File: src/rtl/i_slicer_pkg.sv
// Shared types and constants for the I-rail 4-ASK slicer.
package i_slicer_pkg;

  localparam int DATA_W = 18;

  // Gray-coded symbol values, ordered from most negative to most positive level
  localparam logic [1:0] SYM_M3 = 2'b00;
  localparam logic [1:0] SYM_M1 = 2'b01;
  localparam logic [1:0] SYM_P1 = 2'b11;
  localparam logic [1:0] SYM_P3 = 2'b10;

  // 0.25 in 1s17
  localparam logic signed [DATA_W-1:0] INIT_REF_DEFAULT = 18'sh08000;

  localparam logic signed [DATA_W-1:0] SAT_MAX = 18'sh1FFFF;
  localparam logic signed [DATA_W-1:0] SAT_MIN = 18'sh20000;

  typedef enum logic {
    ACQ   = 1'b0,
    TRACK = 1'b1
  } slicer_state_e;

  // Magnitude of a 1s17 sample; the most negative code clips to the largest magnitude
  function automatic logic [DATA_W-2:0] abs_sat(input logic signed [DATA_W-1:0] x);
    logic signed [DATA_W-1:0] neg;
    if (x == SAT_MIN) begin
      abs_sat = {(DATA_W-1){1'b1}};
    end else if (x[DATA_W-1]) begin
      neg     = -x;
      abs_sat = neg[DATA_W-2:0];
    end else begin
      abs_sat = x[DATA_W-2:0];
    end
  endfunction

endpackage

File: src/rtl/i_slicer_ask4_slicer.sv
// Combinational 4-ASK decision: Gray symbol, decided level and saturated error.
module ask4_slicer
  import i_slicer_pkg::*;
(
  input  logic signed [DATA_W-1:0] x,
  input  logic signed [DATA_W-1:0] a,
  output logic        [1:0]        sym,
  output logic signed [DATA_W-1:0] dec,
  output logic signed [DATA_W-1:0] err
);

  localparam logic signed [DATA_W:0] ERR_HI = 19'sd131071;
  localparam logic signed [DATA_W:0] ERR_LO = -19'sd131072;

  logic signed [DATA_W:0]   a3_wide;
  logic signed [DATA_W-1:0] a3;
  logic signed [DATA_W+1:0] two_a;
  logic signed [DATA_W+1:0] x_ext;
  logic signed [DATA_W:0]   diff;

  // Outer level 3a, clipped so it stays representable in 1s17
  always_comb begin
    a3_wide = $signed({a[DATA_W-1], a}) + $signed({a[DATA_W-1], a} <<< 1);
    if (a3_wide > $signed({1'b0, SAT_MAX})) begin
      a3 = SAT_MAX;
    end else begin
      a3 = a3_wide[DATA_W-1:0];
    end
  end

  // Threshold compare against 0 and +/-2a in 20 bits so 2a never wraps
  always_comb begin
    two_a = $signed({a[DATA_W-1], a[DATA_W-1], a}) <<< 1;
    x_ext = $signed({x[DATA_W-1], x[DATA_W-1], x});
    if (x_ext < -two_a) begin
      sym = SYM_M3;
      dec = -a3;
    end else if (x_ext < 0) begin
      sym = SYM_M1;
      dec = -a;
    end else if (x_ext < two_a) begin
      sym = SYM_P1;
      dec = a;
    end else begin
      sym = SYM_P3;
      dec = a3;
    end
  end

  // Slicing error x - dec, clipped back into 1s17
  always_comb begin
    diff = $signed({x[DATA_W-1], x}) - $signed({dec[DATA_W-1], dec});
    if (diff > ERR_HI) begin
      err = SAT_MAX;
    end else if (diff < ERR_LO) begin
      err = SAT_MIN;
    end else begin
      err = diff[DATA_W-1:0];
    end
  end

endmodule

File: src/rtl/i_slicer.sv
// I-rail 4-ASK slicer with windowed reference adaptation and MSE measurement.
//
// state | meaning
// ------+---------------------------------------------------------------
// ACQ   | no window has completed yet; reference is still INIT_REF
// TRACK | at least one window completed; reference follows mean |x| / 2
module i_slicer
  import i_slicer_pkg::*;
#(
  parameter int                       LOG2_N   = 10,
  parameter logic signed [DATA_W-1:0] INIT_REF = INIT_REF_DEFAULT
) (
  input  logic                     clk,
  input  logic                     reset,
  input  logic                     sym_clk,
  input  logic                     clear_accum,
  input  logic signed [DATA_W-1:0] data_in,
  output logic        [1:0]        sym_out,
  output logic signed [DATA_W-1:0] dec_out,
  output logic signed [DATA_W-1:0] err_out,
  output logic signed [DATA_W-1:0] ref_level,
  output logic        [DATA_W-1:0] err_power,
  output logic                     meas_valid,
  output logic                     locked
);

  localparam int ABS_W = DATA_W - 1 + LOG2_N;
  localparam int ERR_W = DATA_W + LOG2_N;

  logic        [1:0]        s_sym;
  logic signed [DATA_W-1:0] s_dec;
  logic signed [DATA_W-1:0] s_err;

  logic        [LOG2_N-1:0] cnt;
  logic        [ABS_W-1:0]  abs_acc;
  logic        [ERR_W-1:0]  err_acc;
  slicer_state_e            state;

  logic        [DATA_W-2:0] x_abs;
  logic signed [35:0]       err_sq;
  logic        [DATA_W-1:0] err_sq_q;
  logic        [ABS_W-1:0]  abs_sum;
  logic        [ERR_W-1:0]  err_sum;
  logic                     win_end;

  ask4_slicer u_slicer (
    .x   (data_in),
    .a   (ref_level),
    .sym (s_sym),
    .dec (s_dec),
    .err (s_err)
  );

  // Per-symbol contributions and the running sums including the current symbol
  always_comb begin
    x_abs    = abs_sat(data_in);
    err_sq   = 36'(s_err) * 36'(s_err);
    err_sq_q = 18'(err_sq >> 17);
    abs_sum  = abs_acc + ABS_W'(x_abs);
    err_sum  = err_acc + ERR_W'(err_sq_q);
    win_end  = sym_clk && !clear_accum && (cnt == '1);
  end

  // Decision output registers, loaded once per symbol
  always_ff @(posedge clk) begin
    if (reset) begin
      sym_out <= '0;
      dec_out <= '0;
      err_out <= '0;
    end else if (sym_clk) begin
      sym_out <= s_sym;
      dec_out <= s_dec;
      err_out <= s_err;
    end
  end

  // Window accumulation; publishes reference and error power at window end
  always_ff @(posedge clk) begin
    if (reset) begin
      cnt        <= '0;
      abs_acc    <= '0;
      err_acc    <= '0;
      ref_level  <= INIT_REF;
      err_power  <= '0;
      meas_valid <= 1'b0;
    end else begin
      meas_valid <= win_end;
      if (clear_accum) begin
        cnt     <= '0;
        abs_acc <= '0;
        err_acc <= '0;
      end else if (sym_clk) begin
        if (cnt == '1) begin
          cnt       <= '0;
          abs_acc   <= '0;
          err_acc   <= '0;
          ref_level <= $signed(18'(abs_sum >> (LOG2_N + 1)));
          err_power <= 18'(err_sum >> LOG2_N);
        end else begin
          cnt     <= cnt + LOG2_N'(1);
          abs_acc <= abs_sum;
          err_acc <= err_sum;
        end
      end
    end
  end

  // Lock FSM: leaves ACQ on the first completed window, only reset returns it
  always_ff @(posedge clk) begin
    if (reset) begin
      state  <= ACQ;
      locked <= 1'b0;
    end else begin
      case (state)
        ACQ: begin
          if (win_end) begin
            state  <= TRACK;
            locked <= 1'b1;
          end
        end
        TRACK: begin
          locked <= 1'b1;
        end
        default: begin
          state  <= ACQ;
          locked <= 1'b0;
        end
      endcase
    end
  end

endmodule
File: config.mk
export PLATFORM = sky130hd
export DESIGN_NAME = i_slicer
export DESIGN_NICKNAME = d
export VERILOG_FILES = /design/src/rtl/i_slicer_pkg.sv /design/src/rtl/i_slicer_ask4_slicer.sv /design/src/rtl/i_slicer.sv
export SDC_FILE = /design/constraint.sdc
export NUM_CORES = 1
export LEC_CHECK = 0
export ABC_AREA = 0
export CAP_MARGIN = 20
export CORE_MARGIN = 5
export CORE_UTILIZATION = 50
export CTS_BUF_LIST = sky130_fd_sc_hd__clkbuf_4 sky130_fd_sc_hd__clkbuf_8 sky130_fd_sc_hd__clkbuf_16
export DETAILED_ROUTE_END_ITERATION = 10
export GPL_TIMING_DRIVEN = 0
export PLACE_DENSITY = 0.68
export SYNTH_ARGS = -nofsm -noshare
export SYNTH_HDL_FRONTEND = slang
export SYNTH_HIERARCHICAL = 1
export SYNTH_SLANG_ARGS = --single-unit
export TNS_END_PERCENT = 10
File: constraint.sdc
create_clock -name clk -period 41.5 [get_ports clk]
set_input_delay 12.45 -clock clk [delete_from_list [all_inputs] [get_ports clk]]
set_output_delay 12.45 -clock clk [all_outputs]
set_load 0.05 [all_outputs]
==> metrics.md, run 1 <==
| Metric | Value |
|---|---|
| Synth warn | 6 |
| Synth top area share | 26.56% |
| Max Cap Violations | 0 |
| First-pass GRT wire length | around 110,000 µm |
| FF/Latch Area | between 2000 and 3000 µm² |
| Root Buffer | clkbuf_16 |
| Initial Utilization | 50.63% |
| Clock sinks | between 100 and 150 |
| Layout fillers | 4,119 |
| Vias in the first global route | 19,250 |
| Mux contribution to synthesized area | 2.409% |
| Post-synthesis simple-gate area fraction | 15.93% |
| Multi-input logic area | 17,420 µm² |
| Cell area after synthesis | 22,390 µm² |
| #FFs+latches synth | 140 |
| Top cell type by total area after synthesis | fa_1 |
| Final min period | 29.55 ns |
| DR WL/cell | 19.62 µm |
| Max-Slew Margin vs Limit | 17.50% |
| Ys async rst share | 0% |
| Sequential area share after synthesis | 12.52% |
| Unrepaired setup endpoints after global routing | no |
| GRT overflow | 0 |
| Clock Path Buffers | 2 |
| Worst path most repeated cell | fa_1 |
| Synth top cells by count | inv_1 (472), fa_1 (297), nand2_1 (247) |
| Distinct cells, synth | 101 |
| DRC viols | 0 |
| CP required | 41.89 ns |
| Clock skew | 0.01533 ns |
| Final ANT Viol Nets | 0 |
| IO Pins | a little under 100 |
| First-pass DRT Iterations | 5 |
| Clk slew on worst S/H paths | approximately 0.070 ns |
| Hold Path Depth | 2 |
| Achievable Freq | 0.03384 GHz |
| Crit Path Class | input port to register |
| Via count | 19,050 |
| Largest net degree at the start of global routing | 18 |
| Horiz. Die Dim | 221.6 µm |
| CP max stage cell | clkdlybuf4s50_1 |
| Final Max Slew Viols | 0 |
| Skew-Pair Late Insertion Delay | 0.48 ns |
| Final Non-Filler Cells | about 3,400 |
| Crit. End Element | register |
| Initial antenna violation count | 1 |
| Top_reg_cell synth | dfxtp_1 |
| Via/cell ratio | 5.622 |
| Least-Margin Pin Slew | 1.218 ns |
| H-tree Lvls | 4 |
| Placed insts | 3,354 |
| Syn avg cell area | 8.429 µm² |
| Cell count after synthesis | 2,656 |
| Dpl hpwl | 55,370 µm |
| Rows | 77 |
| Critical Path AT | 29.94 ns |
| Worst r2r path cells | 58 |
| Die height | 221.6 µm |
| Crit start category | input port |
| Adder-Cell Fraction of Synth Area | 39.50% |
| Setup TNS | 0 ns |
| Layout cells sized above 1 | 3.577% |
| Final Setup Violations | 0 |
| Cts hold-fix bufs | 0 |
| TritonCTS Buffers | 17 |
| Max FO, Critical Path | 10 |
| RePlAce Congestion | 0.9641 |
| Antenna cell count | 0 |
| CORE AREA | around 44,000 µm² |
| Post-synthesis compound-gate area fraction | 13.74% |
| Pre-CTS WS | 11.67 ns |
| Final Net Count | around 3,300 |
| DRT iter0 DRCs | approximately 1,200 |
| Routed WL | 66,480 µm |
| Final hold violation count | 0 |
| Hold Path Class | register to register |
| Status | finished clean |
| Port bufs | 94 |
| Largest family of logic cells by synthesized area | adder cells |
| Post-CTS setup buffer count | 0 |
| Post-cts sizing count | 0 |
| Fin crit share | 71.21% |
| Top-count cell post-synth | inv_1 |
| Post-synth EDFFs | 0 |
| XOR/XNOR Fraction of Synth Area | about 6% |
| Largest cells by area after synthesis | fa_1 (27%), ha_1 (13%), dfxtp_1 (13%) |
| Die ar. | between 40,000 and 50,000 µm² |
| PnR worst setup slack | 11.95 ns |
| CP max stage delay | between 0.8 and 0.9 ns |
| TritonCTS clock tree | built |
| Layout area overhead | 10.61% |
| GRT Total Usage | 27.07% |
kinds of logic after synthesis:
family	Yosys count
simple gates	748
buf+inv	578
fa+ha+maj	529
compound gates	453
xor+xnor	154
flops	140
mux	53
other cells	1
routing by layer:
| layer | vias to the layer above | global-route usage (%) | wire [µm] |
|---|---|---|---|
| met2 | 600 | 45.60 | 31840 |
| met5 | - | 0 | 13 |
| met1 | 9432 | 36.08 | 28690 |
| met3 | 106 | 4.488 | 3988 |
| li1 | 8907 | - | - |
| met4 | 2 | 8.014 | 1944 |
cell usage in the layout, fill, tap and decap left out, types with 25 or more instances in the layout:
| cell | n |
|---|---|
| inv_1 | 472 |
| fa_1 | 297 |
| nand2_1 | 247 |
| ha_1 | 228 |
| nor2_1 | 214 |
| dfxtp_1 | 140 |
| a21oi_1 | 107 |
| xnor2_1 | 95 |
| clkdlybuf4s50_1 | 94 |
| clkbuf_1 | 85 |
| o21ai_0 | 77 |
| xor2_1 | 59 |
| and2_1 | 53 |
| nand3_1 | 46 |
| mux2i_1 | 46 |
| a21o_1 | 36 |
| a211oi_1 | 33 |
| a31oi_1 | 27 |
| and3_1 | 25 |
metrics by stage:
stage / util, % / hold slack (ns) / cell area [µm²]
floorplan: - / 0.4268 / 22430
global placement: 54.51 / 0.4360 / 24110
detailed placement: 54.57 / 0.4489 / 24130
CTS: 55.97 / 0.4631 / 24750
global route: 56.00 / 0.4817 / 24760
finish: 56.00 / 0.4582 / 24760
path summary, 6_finish.rpt:
kind / startpoint / end / slack, ns
min reg2reg: locked / locked / 0.46
max reg2reg: ref_level[10] / err_power[17] / 23.13
max: data_in[10] / err_power[17] / 11.95
min: locked / locked / 0.46
flip-flops by register name (all words and copies together), names as in the netlist:
name / cells
meas_valid: 1
sym_out: 2
abs_acc: 27
err_power: 18
ref_level: 16
err_out: 18
dec_out: 18
err_acc: 28
cnt: 10
locked: 1
state: 1
critical path: cells and delay by family:
kind / cells / cell delay, ns
AOI/OAI and AO/OA: 27 / 7.62
adders and majority gates: 10 / 4.49
xor gates and xnor gates: 1 / 0.18
buffers and inverters: 9 / 3.51
muxes: 1 / 0.31
and+or+nand+nor: 8 / 1.39
cell type report:
type	count	area share (%)
plain buffers	104	1.728
clock buffers	17	1.718
clock inverters	15	0.7983
inverters	474	7.185
multi-input cells	1948	70.33
flip-flops and latches	140	11.32
well taps	592	2.991
repair buffers	98	3.931
Power of run 1 is not shown: default switching activity piles up to over one toggle a cycle in this logic, so the estimate is an artifact.
==> run 2, diff against run 1 <==
- clock period: 41.5 -> 28.7 ns (I/O delays scaled with it)
==> results of run 2 <==
Same layout as run 1 (identical final DEF). Status: finished clean.
Among the figures that moved: setup slack after placement 11.67 ns -> 2.714 ns; setup slack after layout 11.95 ns -> 2.987 ns; register-to-register setup slack 23.13 ns -> 10.33 ns
Power of run 2 is left out for the same reason.
